==> src/rtl/pipe_ctrl_pkg.sv <==
// rtl/pipe_ctrl_pkg.sv - shared stall encodings, FSM states and constants for pipe_ctrl
package pipe_ctrl_pkg;

    localparam int STALL_BUS_W = 6;

    typedef logic [STALL_BUS_W-1:0] stall_bus_t;

    // Bit i holds stage i: [0]pc [1]if [2]id [3]ex [4]mem [5]wb
    localparam stall_bus_t STALL_NONE = 6'b000000;
    localparam stall_bus_t STALL_ID   = 6'b000111;
    localparam stall_bus_t STALL_EX   = 6'b001111;

    typedef enum logic [1:0] {
        CTRL_IDLE    = 2'd0,
        CTRL_MC_BUSY = 2'd1,
        CTRL_FLUSH   = 2'd2
    } ctrl_state_t;

    localparam logic [31:0] ZERO_WORD  = 32'h0000_0000;
    localparam logic        RST_ENABLE = 1'b0;

endpackage

==> src/rtl/ctrl_mc_timer.sv <==
// rtl/ctrl_mc_timer.sv - loadable down-counter tracking remaining multi-cycle stall length
module ctrl_mc_timer
    import pipe_ctrl_pkg::*;
#(
    parameter int CNT_W = 6
) (
    input  logic             clk,
    input  logic             rst,
    input  logic             load,
    input  logic [CNT_W-1:0] load_val,
    input  logic             dec,
    input  logic             clr,
    output logic             is_one
);

    logic [CNT_W-1:0] cnt;

    // clr wins over load so an abort in the same cycle always leaves the timer idle
    always_ff @(posedge clk) begin
        if (rst == RST_ENABLE) begin
            cnt <= '0;
        end else if (clr) begin
            cnt <= '0;
        end else if (load) begin
            cnt <= load_val;
        end else if (dec && cnt != '0) begin
            cnt <= cnt - CNT_W'(1);
        end
    end

    assign is_one = (cnt == CNT_W'(1));

endmodule

==> src/rtl/pipe_ctrl.sv <==
// rtl/pipe_ctrl.sv - pipeline stall/flush scheduler: flush > EX multi-cycle > ID load-use
module pipe_ctrl
    import pipe_ctrl_pkg::*;
#(
    parameter int STALL_W = 6,
    parameter int CNT_W   = 6,
    parameter int PERF_W  = 32
) (
    input  logic               clk,
    input  logic               rst,
    input  logic               id_stallreq,
    input  logic               ex_mc_start,
    input  logic [CNT_W-1:0]   ex_mc_cycles,
    input  logic               exc_req,
    input  logic [31:0]        exc_pc,
    output logic [STALL_W-1:0] stall,
    output logic               flush,
    output logic [31:0]        new_pc,
    output logic               mc_done,
    output logic               mc_abort,
    output logic               busy,
    output logic [PERF_W-1:0]  stall_cnt
);

    ctrl_state_t      state;
    ctrl_state_t      state_nxt;
    logic [CNT_W-1:0] eff_cycles;
    logic             eff_is_one;
    logic             tm_load;
    logic             tm_dec;
    logic             tm_clr;
    logic             tm_is_one;

    // A zero-length op still costs the cycle it was issued in
    assign eff_cycles = (ex_mc_cycles == '0) ? CNT_W'(1) : ex_mc_cycles;
    assign eff_is_one = (eff_cycles == CNT_W'(1));

    ctrl_mc_timer #(
        .CNT_W (CNT_W)
    ) u_mc_timer (
        .clk      (clk),
        .rst      (rst),
        .load     (tm_load),
        .load_val (eff_cycles - CNT_W'(1)),
        .dec      (tm_dec),
        .clr      (tm_clr),
        .is_one   (tm_is_one)
    );

    always_ff @(posedge clk) begin
        if (rst == RST_ENABLE) begin
            state <= CTRL_IDLE;
        end else begin
            state <= state_nxt;
        end
    end

    always_comb begin
        state_nxt = CTRL_IDLE;
        case (state)
            CTRL_IDLE: begin
                if (exc_req) begin
                    state_nxt = CTRL_FLUSH;
                end else if (ex_mc_start && !eff_is_one) begin
                    state_nxt = CTRL_MC_BUSY;
                end else begin
                    state_nxt = CTRL_IDLE;
                end
            end
            CTRL_MC_BUSY: begin
                if (exc_req) begin
                    state_nxt = CTRL_FLUSH;
                end else if (tm_is_one) begin
                    state_nxt = CTRL_IDLE;
                end else begin
                    state_nxt = CTRL_MC_BUSY;
                end
            end
            CTRL_FLUSH: state_nxt = CTRL_IDLE;
            default:    state_nxt = CTRL_IDLE;
        endcase
    end

    // Mealy outputs: a request raised this cycle takes effect this cycle
    always_comb begin
        stall    = STALL_W'(STALL_NONE);
        flush    = 1'b0;
        new_pc   = ZERO_WORD;
        mc_done  = 1'b0;
        mc_abort = 1'b0;
        busy     = 1'b0;
        tm_load  = 1'b0;
        tm_dec   = 1'b0;
        tm_clr   = 1'b0;
        if (rst != RST_ENABLE) begin
            busy = (state != CTRL_IDLE);
            case (state)
                CTRL_IDLE: begin
                    if (exc_req) begin
                        flush  = 1'b1;
                        new_pc = exc_pc;
                    end else if (ex_mc_start) begin
                        stall = STALL_W'(STALL_EX);
                        if (eff_is_one) begin
                            mc_done = 1'b1;
                        end else begin
                            tm_load = 1'b1;
                        end
                    end else if (id_stallreq) begin
                        stall = STALL_W'(STALL_ID);
                    end
                end
                CTRL_MC_BUSY: begin
                    if (exc_req) begin
                        flush    = 1'b1;
                        new_pc   = exc_pc;
                        mc_abort = 1'b1;
                        tm_clr   = 1'b1;
                    end else begin
                        stall   = STALL_W'(STALL_EX);
                        tm_dec  = 1'b1;
                        mc_done = tm_is_one;
                    end
                end
                CTRL_FLUSH: begin
                    // Requests seen here come from instructions being squashed
                end
                default: begin
                end
            endcase
        end
    end

    always_ff @(posedge clk) begin
        if (rst == RST_ENABLE) begin
            stall_cnt <= '0;
        end else if (stall[0] && stall_cnt != '1) begin
            stall_cnt <= stall_cnt + PERF_W'(1);
        end
    end

endmodule

==> config.mk <==
export PLATFORM = sky130hd
export DESIGN_NAME = pipe_ctrl
export DESIGN_NICKNAME = d
export VERILOG_FILES = /design/src/rtl/pipe_ctrl_pkg.sv /design/src/rtl/ctrl_mc_timer.sv /design/src/rtl/pipe_ctrl.sv
export SDC_FILE = /design/constraint.sdc
export NUM_CORES = 1
export LEC_CHECK = 0
export CAP_MARGIN = 5
export CORE_MARGIN = 2
export CORE_UTILIZATION = 42
export DETAILED_ROUTE_END_ITERATION = 10
export GPL_ROUTABILITY_DRIVEN = 0
export GPL_TIMING_DRIVEN = 1
export PLACE_DENSITY = 0.93
export SYNTH_ARGS = -nofsm -noshare
export SYNTH_HDL_FRONTEND = slang
export SYNTH_SLANG_ARGS = --single-unit
export TNS_END_PERCENT = 1
==> constraint.sdc <==
create_clock -name clk -period 3.4 [get_ports clk]
set_input_delay 1.02 -clock clk [delete_from_list [all_inputs] [get_ports clk]]
set_output_delay 1.02 -clock clk [all_outputs]
set_load 0.05 [all_outputs]
==> impl_metrics.env, run 1 <==
export IMPL_switching_share=0.3101
export IMPL_grt_pass1_wl_um=15040
export IMPL_worstSetupPathType="primary input to output port"
export IMPL_fmax_mhz=289.5
export IMPL_ant_nets=0
export IMPL_arrival_ns=2.43
export IMPL_clk_latency_ns=0.30
export IMPL_diodes=0
export IMPL_yosysTopAreaCell="dfxtp_1"
export IMPL_min_period_over_period=1.016
export IMPL_hp_class="register to register"
export IMPL_dr_pass1_iters=4
export IMPL_io_buffers=114
export IMPL_power_frac_clock=0.286
export IMPL_routed_wl_um=9487
export IMPL_critPathLaunchType="primary input"
export IMPL_power_density_nw_per_um2=260.5
export IMPL_switching_power_w=0.0003688
export IMPL_synthFlopType="dfxtp_1"
export IMPL_stdcell_area_sq_um=4567
export IMPL_fp_dieArea_sq_um=6576
export IMPL_clock_path_buffers=2
export IMPL_finalSetupViolCount=1
export IMPL_overflow=0
export IMPL_grtUsageTotal=0.2979
export IMPL_dpl_cell_count=514
export IMPL_drc_errors=0
export IMPL_core_area_sq_um=5816
export IMPL_tightest_slew_ns=0.6328
export IMPL_final_nets=501
export IMPL_intPower_w=0.0008208
export IMPL_layoutNonFillerInstCount=529
export IMPL_drt_initial_drc_count=142
export IMPL_die_h_um=81.09
export IMPL_grt_max_degree=27
export IMPL_clockRootBuffer="clkbuf_8"
export IMPL_post_place_ws_ns=-0.4218
export IMPL_setup_slack_ns=-0.05384
export IMPL_power_leakage_nw=1.647
export IMPL_synth_edf_count=0
export IMPL_max_cap_violations=0
export IMPL_status="finished with violations"
export IMPL_clock_skew_ns=0.008468
export IMPL_yosysSeqAreaShare=0.3208
export IMPL_netlist_top_cells_area="dfxtp_1 (32%), and2_1 (8.3%), a21oi_1 (5.0%)"
export IMPL_wl_per_cell_um=17.93
export IMPL_ioPinCount=117
export IMPL_path_max_fanout=2
export IMPL_hold_slack_ns=0.5134
export IMPL_finalCriticalPeriod_ns=3.454
export IMPL_syn_cell_area_sq_um=2496
export IMPL_clock_sinks=40
export IMPL_yosysWarnings=0
export IMPL_placed_area_sq_um=4279
export IMPL_ctsHoldBuffers=0
export IMPL_synth_cells=314
export IMPL_vias=3057
export IMPL_synthArstFlopShare=0
export IMPL_vias_per_cell=5.779
export IMPL_drive_gt1_frac=0.3018
export IMPL_die_w_um=81.09
export IMPL_rows=28
export IMPL_rsz0062_at_grt="yes"
export IMPL_yosysUniqueCellTypes=49
export IMPL_cts_buffers=5
export IMPL_syn_area_per_cell_sq_um=7.950
export IMPL_antenna_found_initial=0
export IMPL_htree_levels=2
export IMPL_netlist_area_leader_share=0.3208
export IMPL_ys_ff_latch=40
export IMPL_critPathCaptureType="output port"
export IMPL_crit_required_ns=2.38
export IMPL_fin_tns_setup_ns=-0.05384
export IMPL_slew_violations=0
export IMPL_peakVddDrop_mv=0.1759
export IMPL_cts_tree="yes"
export IMPL_path_clk_slew_ns=0.08
export IMPL_failed_checks="negative setup slack"
export IMPL_seqPwrFrac=0.409
export IMPL_relSlewSlack=0.5756
export IMPL_comb_power_share=0.305
export IMPL_hold_violations=0
export IMPL_grt_pass1_vias=3154
export IMPL_dp_final_hpwl_um=6483
export IMPL_start_util=0.4292
export IMPL_areaGrowthSynthToFinish_pct=82.96
[sequential cells by signal, summed over array words and instances (netlist names)]
signal          cells
state               2
stall_cnt          32
u_mc_timer.cnt      6
[cell families after synthesis]
family                   Yosys count  synth area share
buffers and inverters             27           0.04812
XOR/XNOR                           9           0.03158
adder cells (fa/ha/maj)            5           0.02506
multiplexers                       4           0.01604
other                              1          0.001502
AO/OA/AOI/OAI                     69            0.1734
flip-flops                        40            0.3208
AND/OR/NAND/NOR                  159            0.3835
[worst paths after layout]
check	start	endpoint	slack (ns)	depth (start not counted)
max	ex_mc_cycles[3]	mc_done	-0.05	8
min	stall_cnt[11]$_SDFFE_PN0P_	stall_cnt[11]$_SDFFE_PN0P_	0.51	2
max reg2reg	stall_cnt[2]$_SDFFE_PN0P_	stall_cnt[19]$_SDFFE_PN0P_	1.12	6
min reg2reg	stall_cnt[11]$_SDFFE_PN0P_	stall_cnt[11]$_SDFFE_PN0P_	0.51	2
[cells in the final DEF, fill, tap and decap left out, types with 10 or more instances in the layout]
cell and n:
o21ai_0 17, buf_4 28, nor2_1 18, inv_1 10, buf_12 41, a21oi_1 23
or3_1 17, and2_4 33, dfxtp_1 40, nand2_1 29, clkdlybuf4s50_1 68
[synth_stat cells, types with 5 or more instances]
cell type	count
a21oi_1	25
ha_1	5
dfxtp_1	40
xor2_1	5
nand3_1	9
clkbuf_1	7
o21ai_0	17
o31ai_1	5
or3_1	17
or4_1	5
nor2_1	19
inv_1	11
nor4_1	5
nand2_1	29
and2_1	33
nand4_1	9
a211oi_1	6
nor3_1	7
[layout make-up]
cell class | instances | area [sq um]
repair buffers | 145 | 1808
fillers | 344 | 1249
inverters | 13 | 51.30
well taps | 75 | 93.84
clock buffers | 6 | 82.58
clock inverters | 2 | 15.01
multi-input cells | 248 | 1715
flip-flops and latches | 40 | 800.8
[stage by stage]
step,power (W),util
after floorplan,0.0006417,-
after global placement,0.0008105,0.7358
after detailed placement,0.0008183,0.7358
after CTS,0.001181,0.7844
after global routing,0.001224,0.7853
final,0.001190,0.7853
[power groups by stage]
stage	registers, W	logic, W	clock network [W]
2_1_floorplan	0.000502	0.000140	0
3_3_place_gp	0.000495	0.000315	0
3_5_place_dp	0.000496	0.000322	0
4_1_cts	0.000485	0.000351	0.000345
5_1_grt	0.000487	0.000376	0.000361
6_report	0.000486	0.000363	0.000340
[routing by layer]
metal	routed length (um)	GRT usage	vias to the layer above
met5	0	0	-
met4	344	0.1356	0
met3	718	0.09333	36
met2	5029	0.5678	155
met1	3394	0.2906	1450
li1	-	-	1416
[worst max-delay path, cell delays in order]
cell and delay (ns):
clkdlybuf4s15_2 0.22, nor4_4 0.31, a21oi_2 0.12, inv_2 0.09
ha_2 0.19, nand4_1 0.14, a21oi_4 0.19, buf_12 0.15
[timing repair]
item	4_1_cts	5_1_grt
pin swaps	4	0
buffers inserted	6	0
gates resized for setup	53	2
endpoints found under the setup margin	40	10
gates cloned	1	0
Power figures use the tool's default switching activity.
==> run 2: changes to the inputs <==
--- a/config.mk
+++ b/config.mk
@@ -5,12 +5,11 @@
 export SDC_FILE = /design/constraint.sdc
 export NUM_CORES = 1
 export LEC_CHECK = 0
-export CAP_MARGIN = 5
+export CAP_MARGIN = 20
 export CORE_MARGIN = 2
 export CORE_UTILIZATION = 42
 export DETAILED_ROUTE_END_ITERATION = 10
 export GPL_ROUTABILITY_DRIVEN = 0
-export GPL_TIMING_DRIVEN = 1
 export PLACE_DENSITY = 0.93
 export SYNTH_ARGS = -nofsm -noshare
 export SYNTH_HDL_FRONTEND = slang
==> results of run 2 <==
Final layout, timing and power as in run 1 (identical DEF).
